## src/rtl/cpu_ctrl_pkg.sv

```systemverilog
// Shared definitions for the CPU control unit.
//   - opcode constants (IR_Data[31:27])
//   - ALU operation codes driven on alu_instruction
//   - control-step state enumeration
//   - decode-class and control-word types shared by control_unit and ctrl_decode
package cpu_ctrl_pkg;

  localparam logic [4:0] OP_LD   = 5'b00000;
  localparam logic [4:0] OP_LDI  = 5'b00001;
  localparam logic [4:0] OP_ST   = 5'b00010;
  localparam logic [4:0] OP_ADD  = 5'b00011;
  localparam logic [4:0] OP_SUB  = 5'b00100;
  localparam logic [4:0] OP_AND  = 5'b00101;
  localparam logic [4:0] OP_OR   = 5'b00110;
  localparam logic [4:0] OP_ADDI = 5'b01100;
  localparam logic [4:0] OP_ANDI = 5'b01101;
  localparam logic [4:0] OP_ORI  = 5'b01110;
  localparam logic [4:0] OP_NOP  = 5'b11010;
  localparam logic [4:0] OP_HALT = 5'b11011;

  localparam logic [4:0] ALU_NONE = 5'b00000;
  localparam logic [4:0] ALU_ADD  = 5'b00011;
  localparam logic [4:0] ALU_SUB  = 5'b00100;
  localparam logic [4:0] ALU_AND  = 5'b00101;
  localparam logic [4:0] ALU_OR   = 5'b00110;

  typedef enum logic [3:0] {
    S_RESET, S_T0, S_T1, S_T2, S_T3, S_T4, S_T5, S_T6, S_T7, S_HALT
  } state_t;

  // Undefined opcodes fall into C_NOP.
  typedef enum logic [2:0] {
    C_NOP, C_RTYPE, C_IMM, C_MEM, C_HALT
  } op_class_t;

  typedef struct packed {
    op_class_t  cls;
    logic       is_ld;   // C_MEM sub-kinds; neither set means ldi
    logic       is_st;
    logic [4:0] alu_op;  // op to drive in T4
  } decode_t;

  typedef struct packed {
    logic       pc_enable;
    logic       pc_increment_enable;
    logic       ir_enable;
    logic       y_enable;
    logic       z_enable;
    logic       mar_enable;
    logic       mdr_enable;
    logic       r_enable;
    logic       read;
    logic       write;
    logic       gra;
    logic       grb;
    logic       grc;
    logic       ba_select;
    logic       pc_select;
    logic       z_lo_select;
    logic       mdr_select;
    logic       c_select;
    logic       r_select;
    logic [4:0] alu_instruction;
    logic       run;
  } ctrl_out_t;

endpackage

```

## src/rtl/ctrl_decode.sv

```systemverilog
// Combinational opcode classifier.
//   opcode : IR_Data[31:27]
//   dec    : instruction class (rtype / imm / mem / nop / halt), ld/st flags,
//            and the ALU op the execute step must drive.
module ctrl_decode
  import cpu_ctrl_pkg::*;
(
  input  logic [4:0] opcode,
  output decode_t    dec
);

  always_comb begin
    dec.cls    = C_NOP;
    dec.is_ld  = 1'b0;
    dec.is_st  = 1'b0;
    dec.alu_op = ALU_NONE;
    case (opcode)
      OP_ADD, OP_SUB, OP_AND, OP_OR: begin
        dec.cls    = C_RTYPE;
        dec.alu_op = opcode;
      end
      OP_ADDI: begin dec.cls = C_IMM; dec.alu_op = ALU_ADD; end
      OP_ANDI: begin dec.cls = C_IMM; dec.alu_op = ALU_AND; end
      OP_ORI:  begin dec.cls = C_IMM; dec.alu_op = ALU_OR;  end
      // all memory forms compute Rb + C for the address / value
      OP_LDI:  begin dec.cls = C_MEM; dec.alu_op = ALU_ADD; end
      OP_LD:   begin dec.cls = C_MEM; dec.is_ld = 1'b1; dec.alu_op = ALU_ADD; end
      OP_ST:   begin dec.cls = C_MEM; dec.is_st = 1'b1; dec.alu_op = ALU_ADD; end
      OP_HALT: dec.cls = C_HALT;
      default: ;
    endcase
  end

endmodule

```

## src/rtl/control_unit.sv

```systemverilog
// Hardwired control unit: fetch T0..T2, execute T3..T7, HALT.
//   clk, reset_n        : clock, async active-low reset (state -> S_RESET)
//   IR_Data[31:27]      : opcode of the instruction in IR
//   mem_ready           : only when MEM_WAIT_EN is defined; stretches the
//                         fetch read (T1) and the ld read (T6)
//   enables / strobes / selects / alu_instruction : datapath control
//   run                 : low only in HALT
// Optional feature macro: MEM_WAIT_EN.
module control_unit
  import cpu_ctrl_pkg::*;
(
  input  logic        clk,
  input  logic        reset_n,
`ifdef MEM_WAIT_EN
  input  logic        mem_ready,
`endif
  input  logic [31:0] IR_Data,
  output logic        PC_enable,
  output logic        PC_increment_enable,
  output logic        IR_enable,
  output logic        Y_enable,
  output logic        Z_enable,
  output logic        MAR_enable,
  output logic        MDR_enable,
  output logic        r_enable,
  output logic        read,
  output logic        write,
  output logic        Gra,
  output logic        Grb,
  output logic        Grc,
  output logic        ba_select,
  output logic        PC_select,
  output logic        Z_LO_select,
  output logic        MDR_select,
  output logic        c_select,
  output logic        r_select,
  output logic [4:0]  alu_instruction,
  output logic        run
);

`ifdef MEM_WAIT_EN
  logic mem_rdy;
  assign mem_rdy = mem_ready;
`else
  logic mem_rdy;
  assign mem_rdy = 1'b1;
`endif

  // Operand fields are consumed by the datapath, not here.
  logic unused_ir;
  assign unused_ir = ^IR_Data[26:0];

  state_t    state;
  decode_t   dec;
  ctrl_out_t o;

  ctrl_decode u_dec (
    .opcode (IR_Data[31:27]),
    .dec    (dec)
  );

  // State register. Reset parks in S_RESET so the first clock after
  // release always starts a fresh fetch.
  always_ff @(posedge clk or negedge reset_n) begin
    if (!reset_n) begin
      state <= S_RESET;
    end else begin
      unique case (state)
        S_RESET: state <= S_T0;
        S_T0:    state <= S_T1;
        S_T1:    if (mem_rdy) state <= S_T2;
        S_T2: begin
          case (dec.cls)
            C_HALT:  state <= S_HALT;
            C_NOP:   state <= S_T0;
            default: state <= S_T3;
          endcase
        end
        // Fall back to fetch if the class no longer names an executable op.
        S_T3:    state <= (dec.cls inside {C_RTYPE, C_IMM, C_MEM}) ? S_T4 : S_T0;
        S_T4:    state <= (dec.cls inside {C_RTYPE, C_IMM, C_MEM}) ? S_T5 : S_T0;
        S_T5:    state <= (dec.is_ld || dec.is_st) ? S_T6 : S_T0;
        S_T6:    if (!dec.is_ld || mem_rdy) state <= S_T7;
        S_T7:    state <= S_T0;
        S_HALT:  state <= S_HALT;
        default: state <= S_RESET;
      endcase
    end
  end

  // Control word. Several steps differ per opcode (T3..T7) and IR is only
  // loaded at the end of T2, so outputs are decoded from the registered
  // state and the live opcode rather than pre-registered. Async reset
  // forces S_RESET, which decodes to the idle word immediately.
  always_comb begin
    o     = '0;
    o.run = 1'b1;
    case (state)
      S_T0: begin
        o.pc_select  = 1'b1;
        o.mar_enable = 1'b1;
      end
      S_T1: begin
        o.read                = 1'b1;
        o.mdr_enable          = 1'b1;
        o.pc_increment_enable = mem_rdy;  // once, on the completing cycle
      end
      S_T2: begin
        o.mdr_select = 1'b1;
        o.ir_enable  = 1'b1;
      end
      S_T3: begin
        if (dec.cls inside {C_RTYPE, C_IMM, C_MEM}) begin
          o.grb       = 1'b1;
          o.y_enable  = 1'b1;
          o.r_select  = (dec.cls != C_MEM);
          o.ba_select = (dec.cls == C_MEM);
        end
      end
      S_T4: begin
        if (dec.cls == C_RTYPE) begin
          o.grc             = 1'b1;
          o.r_select        = 1'b1;
          o.z_enable        = 1'b1;
          o.alu_instruction = dec.alu_op;
        end else if (dec.cls inside {C_IMM, C_MEM}) begin
          o.c_select        = 1'b1;
          o.z_enable        = 1'b1;
          o.alu_instruction = dec.alu_op;
        end
      end
      S_T5: begin
        if (dec.is_ld || dec.is_st) begin
          o.z_lo_select = 1'b1;
          o.mar_enable  = 1'b1;
        end else if (dec.cls inside {C_RTYPE, C_IMM, C_MEM}) begin
          o.z_lo_select = 1'b1;
          o.gra         = 1'b1;
          o.r_enable    = 1'b1;
        end
      end
      S_T6: begin
        if (dec.is_ld) begin
          o.read       = 1'b1;
          o.mdr_enable = 1'b1;
        end else if (dec.is_st) begin
          o.gra        = 1'b1;
          o.r_select   = 1'b1;
          o.mdr_enable = 1'b1;
        end
      end
      S_T7: begin
        if (dec.is_ld) begin
          o.mdr_select = 1'b1;
          o.gra        = 1'b1;
          o.r_enable   = 1'b1;
        end else if (dec.is_st) begin
          o.write = 1'b1;
        end
      end
      S_HALT:  o.run = 1'b0;
      default: ;
    endcase
  end

  assign PC_enable           = o.pc_enable;
  assign PC_increment_enable = o.pc_increment_enable;
  assign IR_enable           = o.ir_enable;
  assign Y_enable            = o.y_enable;
  assign Z_enable            = o.z_enable;
  assign MAR_enable          = o.mar_enable;
  assign MDR_enable          = o.mdr_enable;
  assign r_enable            = o.r_enable;
  assign read                = o.read;
  assign write               = o.write;
  assign Gra                 = o.gra;
  assign Grb                 = o.grb;
  assign Grc                 = o.grc;
  assign ba_select           = o.ba_select;
  assign PC_select           = o.pc_select;
  assign Z_LO_select         = o.z_lo_select;
  assign MDR_select          = o.mdr_select;
  assign c_select            = o.c_select;
  assign r_select            = o.r_select;
  assign alu_instruction     = o.alu_instruction;
  assign run                 = o.run;

endmodule

```

## config.mk

```make
export PLATFORM = sky130hd
export DESIGN_NAME = control_unit
export DESIGN_NICKNAME = d
export VERILOG_FILES = /design/src/rtl/cpu_ctrl_pkg.sv /design/src/rtl/ctrl_decode.sv /design/src/rtl/control_unit.sv
export SDC_FILE = /design/constraint.sdc
export NUM_CORES = 1
export LEC_CHECK = 0
export ABC_AREA = 0
export CORE_MARGIN = 3
export CORE_UTILIZATION = 30
export CTS_BUF_LIST = sky130_fd_sc_hd__clkbuf_4 sky130_fd_sc_hd__clkbuf_8 sky130_fd_sc_hd__clkbuf_16
export DETAILED_ROUTE_END_ITERATION = 8
export PLACE_DENSITY = 0.84
export SLEW_MARGIN = 10
export SYNTH_ARGS = -nofsm -noshare
export SYNTH_HDL_FRONTEND = slang
export SYNTH_SLANG_ARGS = --single-unit
```

## constraint.sdc

```tcl
create_clock -name clk -period 3 [get_ports clk]
set_clock_uncertainty 0.2 [all_clocks]
set_input_delay 0.6 -clock clk [delete_from_list [all_inputs] [get_ports clk]]
set_output_delay 0.6 -clock clk [all_outputs]
set_load 0.02 [all_outputs]
```

==> summary.txt <==
Outcome
  – Outcome: finished, final reports clean

Synth
  – Post-synthesis register bit count: 4
  – Post-synth EDFFs: 0
  – Proportion of netlist area held by the largest area contributor: 15.8%
  – Avg Cell Area, Syn: 6.82 um2
  – Gate count after technology mapping: 93
  – Synth Flop Type: dfrtp_1
  – Ranking of synthesized cells by area: dfrtp_1 16%, a21oi_1 7.1%, buf_4 7.1%
  – Cell Area, Synth: 634 um2
  – Seq/Total Area, Yosys: 15.8%
  – Yosys warns: 0
  – Ys async rst share: 100%
  – Synth cell count leaders: 9 x a21oi_1, 9 x nor2_1, 8 x nand2_1
  – Number of library cell types mapped by synthesis: 35
  – Cell taking the most area after synthesis: dfrtp_1

Timing
  – RSZ-0062 raised after global routing: no
  – Final min period: 2890 ps
  – Period utilization: 96.4%
  – Final hold violations: 0
  – Fmax: 346 MHz
  – Setup TNS: 0 ps
  – Final Max Tran Viols: 0
  – Final setup viols: 0

CTS
  – CTS Buf Count: 3
  – CTS max path bufs: 2
  – Clock sinks: 4
  – CTS tree: yes
  – Clock Latency Late Sink: 240 ps
  – Worst-path clk slew: 40 ps
  – CTS root buf: clkbuf_4
  – H-Tree Depth: 1
  – Hold_buf cts: 0

Finish
  – Number of diodes: 0
  – Post-Layout Cell Count: 162
  – Layout net count: 171
  – Reg with most FFs: state
  – Share of layout cells above drive strength 1: 30.4%
  – Largest registers: state x4
  – Area of the multi-input gates: 450 um2
  – Flip-flop count of the largest register after layout: 4
  – Fill cells: 186
  – Sequential Area: 100 um2
  – Synth-to-layout area growth: 64.5%

Place
  – Dpl cells: 157
  – Routability cong.: 0.903
  – Port bufs: 28
  – Half-perimeter wire length after placement: 1560 um

Die
  – Die height: 52.0 um
  – # rows: 16
  – Initial Utilization: 32.0%
  – Core area: 1980 um2
  – Die W: 52.0 um
  – DIE AREA: 2700 um2
  – IO Pins: 59

Power and ir drop
  – Switching Fraction: 49.7%
  – Clock power share: 11.5%
  – VDD IR max: 310 uV
  – Net Sw Power: 0.298 mW
  – Pleak: 0.535 nW
  – Internal power: 0.302 mW
  – Comb power frac: 71.8%
  – PD cells: 575 nW/um2
  – Seq pwr share: 16.8%

Detailed routing
  – Via count: 818
  – Routed length per placed instance: 12.9 um
  – Drt total wl: 2090 um
  – Routed Antenna Nets: 0
  – Residual DRC count: 0
  – Pre-antenna DRT Iters: 4
  – Vias per cell: 5.05
  – First-iteration detailed-routing DRC count: 16

Global routing
  – Global-route usage over all layers: 16.8%
  – Largest net degree at the start of global routing: 12
  – Initial antenna violation count: 0
  – Grt total ovfl: 0
  – First-pass GRT wire length: 3350 um
  – Vias in the first global route: 776

Worst setup path
  – Arr. time, crit path: 2090 ps
  – Crit Path Class: in2out
  – Startpoint Class: input port
  – CP endpoint kind: output port
  – Crit Path Max Fanout: 6
  – CP Data Required Time: 2200 ps

Worst hold path
  – Hold WC Path Type: in2async

Run
  – Number of max-cap violations: 0
## layout by cell type (no fill, tap or decap), types with 2 or more instances in the layout
master / n
a21oi_1: 9
or3_1: 2
clkbuf_4: 3
dlygate4sd2_1: 13
clkdlybuf4s50_1: 5
conb_1: 3
nor3_1: 6
nand2_1: 8
buf_4: 18
a211o_1: 2
nor2_1: 9
buf_6: 5
nor3_2: 2
inv_1: 5
o21ai_2: 2
buf_2: 2
nand2b_1: 5
clkbuf_2: 3
nand3_1: 4
dfrtp_1: 4
dlymetal6s2s_1: 3
o21ai_0: 2
## layer usage
metal  share of wire, %  wire length, um  GRT usage [%]
met5                  0                0              0
met2                 49             1030           28.2
met1                 41              860           19.2
met3                5.8              121           4.58
met4                3.6               76           8.30
## path summary, 6_finish.rpt
| kind | startpoint | endpoint | slack [ps] | cells after the start |
|---|---|---|---|---|
| max | IR_Data[29] | r_enable | 110 | 7 |
| min | reset_n | state[3] | 360 | 1 |
| max reg2reg | state[0] | state[2] | 1560 | 4 |
| min reg2reg | state[3] | state[0] | 410 | 2 |
| max in group asynchronous | reset_n | state[1] | 2080 | 1 |
| min in group clk | state[3] | state[0] | 410 | 2 |
## per-stage QoR
step | utilization (%) | setup slack (ps) | hold WS, ps | cell area (um2) | power, mW
floorplan | - | 230 | 104 | 642 | 0.372
global placement | 50.9 | -547 | 379 | 1010 | 0.540
detailed placement | 50.9 | -604 | 387 | 1010 | 0.552
CTS | 51.6 | -3.26 | 353 | 1020 | 0.603
global route | 52.7 | 53.5 | 355 | 1040 | 0.655
finish | 52.7 | 108 | 356 | 1040 | 0.600
## cell families (layout without fill, tap and decap cells)
| family | after synthesis | count (layout) | share of synthesized area [%] |
|---|---|---|---|
| AO/OA/AOI/OAI | 25 | 25 | 25.2 |
| XOR/XNOR | 1 | 1 | 1.38 |
| flip-flops | 4 | 4 | 15.8 |
| buffers and inverters | 17 | 57 | 17.2 |
| other | 1 | 3 | 0.591 |
| AND/OR/NAND/NOR | 45 | 45 | 39.8 |
## layout make-up
type	count	share of cell area (%)
flip-flops and latches	4	9.59
well taps	27	3.24
inverters	5	1.80
clock buffers	3	2.16
multi-input cells	74	43.2
repair buffers	49	40.0
## power by group through the flow
stage                     Clock [mW]  Sequential, mW  Combinational, mW
after detailed placement           0          0.0996              0.453
after global placement             0          0.0988              0.442
after global routing          0.0773           0.104              0.473
after floorplan                    0          0.0806              0.291
final                         0.0688           0.101              0.431
after CTS                     0.0721          0.0993              0.431
## critical path, stage by stage
cell and delay (ps):
dlygate4sd2_1 340, buf_4 200, nor4_2 50, buf_4 150, or4_4 530, o21ai_2 90, buf_6 130
## what timing repair did
action,in CTS,in global routing
hold endpoints to repair,0,0
pin swaps,3,0
setup endpoints to repair,18,10
buffers inserted,0,2
gates resized for setup,41,12
Power figures use the tool's default switching activity.
